==> src/rtl/grad_pkg.sv <==
// Shared constants, FSM encoding and window flattening helper for the
// gradient tile scheduler slice.
package grad_pkg;
  localparam int WIN_N    = 6;
  localparam int TILE_N   = 4;
  localparam int STRIDE   = 4;
  localparam int PIX_W    = 8;
  localparam int WIN_PIX  = WIN_N * WIN_N;
  localparam int WIN_BITS = WIN_PIX * PIX_W;

  typedef enum logic [2:0] {
    IDLE, FETCH, DRAIN, ISSUE, WAIT, OUT, FIN
  } state_t;

  // Flat element index of window[r][c]; element occupies bits [idx*PIX_W +: PIX_W].
  function automatic logic [5:0] win_idx(input logic [2:0] r, input logic [2:0] c);
    return 6'(r) * 6'(WIN_N) + 6'(c);
  endfunction
endpackage

==> src/rtl/window_fetch_addr_gen.sv <==
// Row/column walker for one 6x6 window fetch: raster address, flat write
// index and last-read flag. Counters clear whenever the fetch is idle.
module window_fetch_addr_gen
  import grad_pkg::*;
#(
  parameter int IMG_W  = 10,
  parameter int ADDR_W = 16
) (
  input  logic              clk,
  input  logic              reset,
  input  logic              en,
  input  logic [ADDR_W-1:0] base,
  output logic [ADDR_W-1:0] addr,
  output logic [5:0]        idx,
  output logic              last
);
  logic [2:0]        r, c;
  logic [ADDR_W-1:0] row_off;

  // row_off tracks r*IMG_W incrementally so no multiplier is needed
  always_ff @(posedge clk or negedge reset) begin
    if (!reset) begin
      r       <= '0;
      c       <= '0;
      row_off <= '0;
    end else if (!en) begin
      r       <= '0;
      c       <= '0;
      row_off <= '0;
    end else if (c == 3'(WIN_N-1)) begin
      c       <= '0;
      r       <= r + 3'd1;
      row_off <= row_off + ADDR_W'(IMG_W);
    end else begin
      c <= c + 3'd1;
    end
  end

  assign addr = base + row_off + ADDR_W'(c);
  assign idx  = win_idx(r, c);
  assign last = (r == 3'(WIN_N-1)) && (c == 3'(WIN_N-1));
endmodule

==> src/rtl/gradient_tile_scheduler.sv <==
// Walks a frame in 4x4 output tiles: fetches each 6x6 window from pixel RAM,
// issues it to the gradient block, then hands the tile origin downstream.
module gradient_tile_scheduler
  import grad_pkg::*;
#(
  parameter int IMG_W   = 10,
  parameter int IMG_H   = 10,
  parameter int ADDR_W  = 16,
  parameter int COORD_W = 10
) (
  input  logic                clk,
  input  logic                reset,
  input  logic                start,
  output logic                busy,
  output logic                done,
  output logic                rd_en,
  output logic [ADDR_W-1:0]   rd_addr,
  input  logic [7:0]          rd_data,
  output logic [WIN_BITS-1:0] window,
  output logic                win_valid,
  input  logic                grad_rdy,
  output logic [COORD_W-1:0]  tile_x,
  output logic [COORD_W-1:0]  tile_y,
  output logic                tile_valid,
  input  logic                tile_ready
);
  localparam logic [COORD_W-1:0] X_LAST   = COORD_W'(IMG_W - WIN_N);
  localparam logic [COORD_W-1:0] Y_LAST   = COORD_W'(IMG_H - WIN_N);
  localparam logic [ADDR_W-1:0]  ROW_STEP = ADDR_W'(STRIDE * IMG_W);

  state_t            st, st_nxt;
  logic [ADDR_W-1:0] tile_base, tile_row, fetch_addr;
  logic [5:0]        fetch_idx, wr_idx;
  logic              fetch_last, wr_vld, hs, col_wrap, row_wrap;

  // origins step by STRIDE, so equality with the last origin is the wrap test
  assign col_wrap = (tile_x == X_LAST);
  assign row_wrap = (tile_y == Y_LAST);
  assign hs       = tile_valid && tile_ready;

  window_fetch_addr_gen #(.IMG_W(IMG_W), .ADDR_W(ADDR_W)) u_ag (
    .clk  (clk),
    .reset(reset),
    .en   (rd_en),
    .base (tile_base),
    .addr (fetch_addr),
    .idx  (fetch_idx),
    .last (fetch_last)
  );

  always_comb begin
    st_nxt = st;
    unique case (st)
      IDLE:    if (start) st_nxt = FETCH;
      FETCH:   if (fetch_last) st_nxt = DRAIN;
      DRAIN:   st_nxt = ISSUE;
      ISSUE:   st_nxt = WAIT;
      WAIT:    if (grad_rdy) st_nxt = OUT;
      OUT:     if (tile_ready) st_nxt = (col_wrap && row_wrap) ? FIN : FETCH;
      FIN:     st_nxt = IDLE;
      default: st_nxt = IDLE;
    endcase
  end

  always_ff @(posedge clk or negedge reset) begin
    if (!reset) st <= IDLE;
    else        st <= st_nxt;
  end

  // tile_base = tile_row + tile_x, tile_row = tile_y*IMG_W, both kept incrementally
  always_ff @(posedge clk or negedge reset) begin
    if (!reset) begin
      tile_x    <= '0;
      tile_y    <= '0;
      tile_base <= '0;
      tile_row  <= '0;
    end else if (st == IDLE && start) begin
      tile_x    <= '0;
      tile_y    <= '0;
      tile_base <= '0;
      tile_row  <= '0;
    end else if (hs) begin
      if (col_wrap) begin
        tile_x    <= '0;
        tile_y    <= tile_y + COORD_W'(STRIDE);
        tile_row  <= tile_row + ROW_STEP;
        tile_base <= tile_row + ROW_STEP;
      end else begin
        tile_x    <= tile_x + COORD_W'(STRIDE);
        tile_base <= tile_base + ADDR_W'(STRIDE);
      end
    end
  end

  // RAM data trails the strobe by one cycle; writes stop after DRAIN,
  // so the window is stable from ISSUE through the tile handshake
  always_ff @(posedge clk or negedge reset) begin
    if (!reset) begin
      window <= '0;
      wr_vld <= 1'b0;
      wr_idx <= '0;
    end else begin
      wr_vld <= rd_en;
      wr_idx <= fetch_idx;
      if (wr_vld) window[{wr_idx, 3'b000} +: PIX_W] <= rd_data;
    end
  end

  assign rd_en      = (st == FETCH);
  assign rd_addr    = rd_en ? fetch_addr : '0;
  assign win_valid  = (st == ISSUE);
  assign tile_valid = (st == OUT);
  assign done       = (st == FIN);
  assign busy       = (st != IDLE) && (st != FIN);
endmodule

==> config.mk <==
export PLATFORM = sky130hd
export DESIGN_NAME = gradient_tile_scheduler
export DESIGN_NICKNAME = d
export VERILOG_FILES = /design/src/rtl/grad_pkg.sv /design/src/rtl/window_fetch_addr_gen.sv /design/src/rtl/gradient_tile_scheduler.sv
export SDC_FILE = /design/constraint.sdc
export NUM_CORES = 1
export LEC_CHECK = 0
export ABC_AREA = 1
export CORE_MARGIN = 5
export CORE_UTILIZATION = 30
export CTS_CLUSTER_DIAMETER = 100
export DETAILED_ROUTE_END_ITERATION = 8
export PLACE_DENSITY = 0.48
export SKIP_CTS_REPAIR_TIMING = 1
export SYNTH_ARGS = -nofsm -noshare
export SYNTH_HDL_FRONTEND = slang
export SYNTH_SLANG_ARGS = --single-unit
==> constraint.sdc <==
create_clock -name clk -period 5 [get_ports clk]
set_input_delay 0.75 -clock clk [delete_from_list [all_inputs] [get_ports clk]]
set_output_delay 0.75 -clock clk [all_outputs]
set_load 0.02 [all_outputs]
# [After elaboration in Yosys (flattened, before gate mapping)]
# Index checks and enable logic that the tools add are counted.
[word_totals] register_bits=372 in_bits=13 word_cells=78
[classes] n_addsub=11 multipliers=1 n_eq_ne=16 shift=2 muxes=26 reduce_logical=11
[op_table] op="$bwmux 288" count=1
[op_table] op="$shift 8x11->288 const A" count=1
[op_table] op="$shiftx 8x11->288" count=1
[op_table] op="$mux 16" count=9
[op_table] op="$mux 10" count=6
[op_table] op="$mux 3" count=9
[op_table] op="$add 10x3->10 const B" count=2
[op_table] op="$eq 10x3->1 const B" count=2
[op_table] op="$pmux 3 s6" count=1
[op_table] op="$add 16x16->16" count=1
[op_table] op="$add 16x3->16" count=1
[op_table] op="$add 16x3->16 const B" count=1
[op_table] op="$add 16x4->16 const B" count=1
[op_table] op="$add 16x6->16 const B" count=1
[op_table] op="$eq 3x3->1 const B" count=5
[op_table] op="$neg 9->11" count=1
[op_table] op="$add 3x1->3 const B" count=2
[op_table] op="$add 6x3->6" count=1
[op_table] op="$eq 3x2->1 const B" count=2
[op_table] op="$ne 2x1->1 const B" count=3
[op_table] op="$logic_and 1x1->1" count=5
[op_table] op="$mul 3x2->5 const B" count=1
[op_table] op="$ne 2x2->1 const B" count=2
[op_table] op="$reduce_and 4->1" count=1
[op_table] op="other kinds (6)" count=7

# [Depth between registers and ports, before layout]
[logic_depth] ltp_word=5 mapped_depth=15 depth_no_buf=12

# [By module]
# From an unflattened synthesis, not the netlist that was laid out.
[unflattened] hier_cells=2216 hier_area_um2=17837.1
[by_module_without_submodules] module="gradient_tile_scheduler" instances=1 cells_each=1871 area_per_inst_um2=15496.1
[by_module_without_submodules] module="window_fetch_addr_gen" instances=1 cells_each=345 area_per_inst_um2=2341.0

# [Worst setup path after synthesis]
# OpenSTA, ideal clock, no wires.
[synth_path] kind="reg2out" startpoint="register tile_base[0]" endpoint="output rd_addr[13]" arrival_ps=2284 required_time_ps=4250 path_slack_ps=1966 path_stages_with_launch=11 path_cell_list="dfrtp_1 > fa_1 > ha_1 > fa_1 > nand3_1 > nand3_1 > nand3_1 > nand3_1 > nand2_1 > nand2_1 > nor2_1"
[synth_via] elab_chain_cells=3
[synth_lines] element="from (decl)" line="gradient_tile_scheduler.sv:32" text="logic [ADDR_W-1:0] tile_base, tile_row, fetch_addr;"
[synth_lines] element="from (signal assigned)" line="gradient_tile_scheduler.sv:87" text="tile_base <= tile_row + ROW_STEP;"
[synth_lines] element="from (signal assigned)" line="gradient_tile_scheduler.sv:90" text="tile_base <= tile_base + ADDR_W'(STRIDE);"
[synth_lines] element="$add 16x16->16" line="window_fetch_addr_gen.sv:39" text="assign addr = base + row_off + ADDR_W'(c);"
[synth_lines] element="$add 16x3->16" line="window_fetch_addr_gen.sv:39"
[synth_lines] element="$mux 16" line="gradient_tile_scheduler.sv:110" text="assign rd_addr = rd_en ? fetch_addr : '0;"
[synth_lines] element="to (decl)" line="gradient_tile_scheduler.sv:17" text="output logic [ADDR_W-1:0] rd_addr,"
# No other way between the ends.

# [Worst setup path after layout]
[layout_path] startpoint="register u_ag.c[1]" endpoint="output rd_addr[13]"
[layout_via] elab_chain_cells=2
[layout_lines] element="from (decl)" line="window_fetch_addr_gen.sv:17" text="logic [2:0] r, c;"
[layout_lines] element="from (signal assigned)" line="window_fetch_addr_gen.sv:35" text="c <= c + 3'd1;"
[layout_lines] element="$add 16x3->16" line="window_fetch_addr_gen.sv:39"
[layout_lines] element="$mux 16" line="gradient_tile_scheduler.sv:110"
# No other way between the ends.

==> impl_metrics.ini <==
[detailed_routing]
drtPass1Iterations = 5
via_per_inst = 4.79
wl_um = 62700
vias = 15900
drtIter0Drc = 1179
drc_errors = 0
wl_per_cell_um = 18.9
ant_nets = 0

[finish]
diodes = 0
n_fill_cell = 5899
drive_gt1_frac = 0.0506
nets = 2583
stdcell_count = 3315
area_delta_synth_final_pct = 31.8
final_util = 0.400

[placement]
placedCellCount = 3239
dp_hpwl_um = 46100
port_buffers = 337
gp_congestion = 0.834

[sta]
whs_ps = 198
relSlewSlack = 0.337
hold_viol = 0
finClkSkew_ps = 22.6
fin_crit_ps = 4190
maxSlewViolCount = 0
totalNegativeSetupSlack_ps = 0
fmax_mhz = 239
setup_viol_count_final = 0
rsz0062_at_grt = false
tightest_slew_ps = 994
min_period_over_period = 0.837

[power_and_ir_drop]
ir_drop_mv = 0.235
total_power_mw = 10.9
powerDensity_mw_per_mm2 = 474
leakagePower_nw = 10.4

[synthesis]
syn_inst = 2200
syn_avg_cell_area_um2 = 7.95
yosysTopAreaCell = dfrtp_1
synth.ff_latch_count = 363
syn-cell-area_mm2 = 0.0175
synth_cell_type_count = 41
synth_seq_area_share = 0.519
ys_top_cells_by_area = dfrtp_1, nand2_1, nand3_1
ys_async_sr_fraction = 1.00
ys.flop_type = dfrtp_1
synth_top_area_frac = 0.519
ys_top_cells_by_count = nand2_1, dfrtp_1, nand3_1
synth_warnings = 0
synth.most_common_cell = nand2_1
synth-edff-count = 0

[floorplan]
rows = 88
die_w_um = 251
pin_count = 342
start_util = 0.303
die_h_um = 251
core_area_mm2 = 0.0577
die_area_mm2 = 0.0632

[worst_hold_path]
hp-class = in2async

[cts]
clock-root-buffer = clkbuf_16
clk_pin_slew_ps = 60
h-tree-depth = 2
clock_path_buffers = 3
cts_buffers = 45
clk_latency_ps = 560
cts_num_sinks = 363
cts_tree = built

[worst_setup_path]
crit_path_end_kind = primary output
start_kind = flop
cp.required_ps = 4250
path_class = reg2out
cp.arrival_ps = 3440
cp_max_fo = 5

[global_routing]
grt_use_total = 0.191
grt_pass1_vias = 15100
grt.overflow.total = 0
grt_max_degree = 111
grt_pass1_wl_um = 94600
antenna_found_initial = 0

[status]
status = complete, no violations

[job]
drv_cap = 0
-- final timing paths --
check,from,endpoint,slack [ps],cells after the start
worst max-delay path,u_ag.c[1],rd_addr[13],810,11
worst min-delay path,reset,window[25],200,1
worst max register to register,wr_idx[0],window[63],1460,10
worst min register to register,window[42],window[42],470,2
max in group asynchronous,reset,tile_base[2],3540,2
min in group clk,window[42],window[42],470,2
-- power breakdown --
group	switching [mW]	internal, mW
registers	0.424	3.49
clock network	1.24	1.84
logic	2.59	1.35
-- metrics by stage --
step	area, um2	setup slack (ps)
after floorplan	17500	1970
after global placement	21700	1350
after detailed placement	21700	1370
after CTS	23100	745
after global routing	23100	582
final	23100	814
-- final cells by class --
cell class / count / area (um2) / area share
clock buffers: 70 / 1350 / 0.0587
clock inverters: 6 / 36.3 / 0.00157
inverters: 167 / 627 / 0.0272
multi-input cells: 1582 / 7380 / 0.320
flip-flops and latches: 363 / 9080 / 0.394
well taps: 765 / 957 / 0.0415
repair buffers: 362 / 3620 / 0.157
-- critical path, cell delays in order (launching register included) --
cell             delay [ps]
dfrtp_1                 450
fa_1                    450
ha_1                    260
fa_1                    450
nand3_1                 110
nand3_1                 140
nand3_1                 110
nand3_1                 100
nand2_1                  70
nand2_1                  50
nor2_1                  100
clkdlybuf4s50_1         610
-- placed cells by master (no fill, tap or decap), drive strengths merged, types with 6 or more instances in the layout --
master / synthesis / layout
nor3: 17 / 17
xor2: 11 / 11
buf: 51 / 26
o22ai: 6 / 6
nand3: 267 / 267
clkbuf: 40 / 70
dfrtp: 363 / 363
nor2: 171 / 171
nand4: 58 / 58
o21ai: 78 / 78
clkdlybuf4s50: 0 / 336
nand2: 847 / 847
a21oi: 48 / 48
inv: 166 / 167
ha: 44 / 44
-- cell families (layout without fill, tap and decap cells) --
kind of cell	Yosys count	count (layout)	share of synthesized area
mux	1	1	0.000572
xor+xnor	15	15	0.00751
fa+ha+maj	49	49	0.0372
buf+inv	258	605	0.0604
other cells	1	4	0.000214
compound gates	143	143	0.0429
simple gates	1370	1370	0.332
flops	363	363	0.519
-- layer usage --
layer	global-route usage	vias to the layer above	part of all wire
li1	-	7722	-
met1	0.250	7662	0.43
met2	0.318	406	0.48
met3	0.0401	85	0.057
met4	0.0607	0	0.033
met5	0	-	0
-- registers in the layout (all words and copies together), names as in the netlist --
signal        cells
wr_idx            6
tile_base        15
tile_y            8
u_ag.c            3
wr_vld            1
window          288
u_ag.r            3
tile_row         13
st                3
u_ag.row_off     15
tile_x            8
Note: power is estimated with default switching activity, not from simulation.
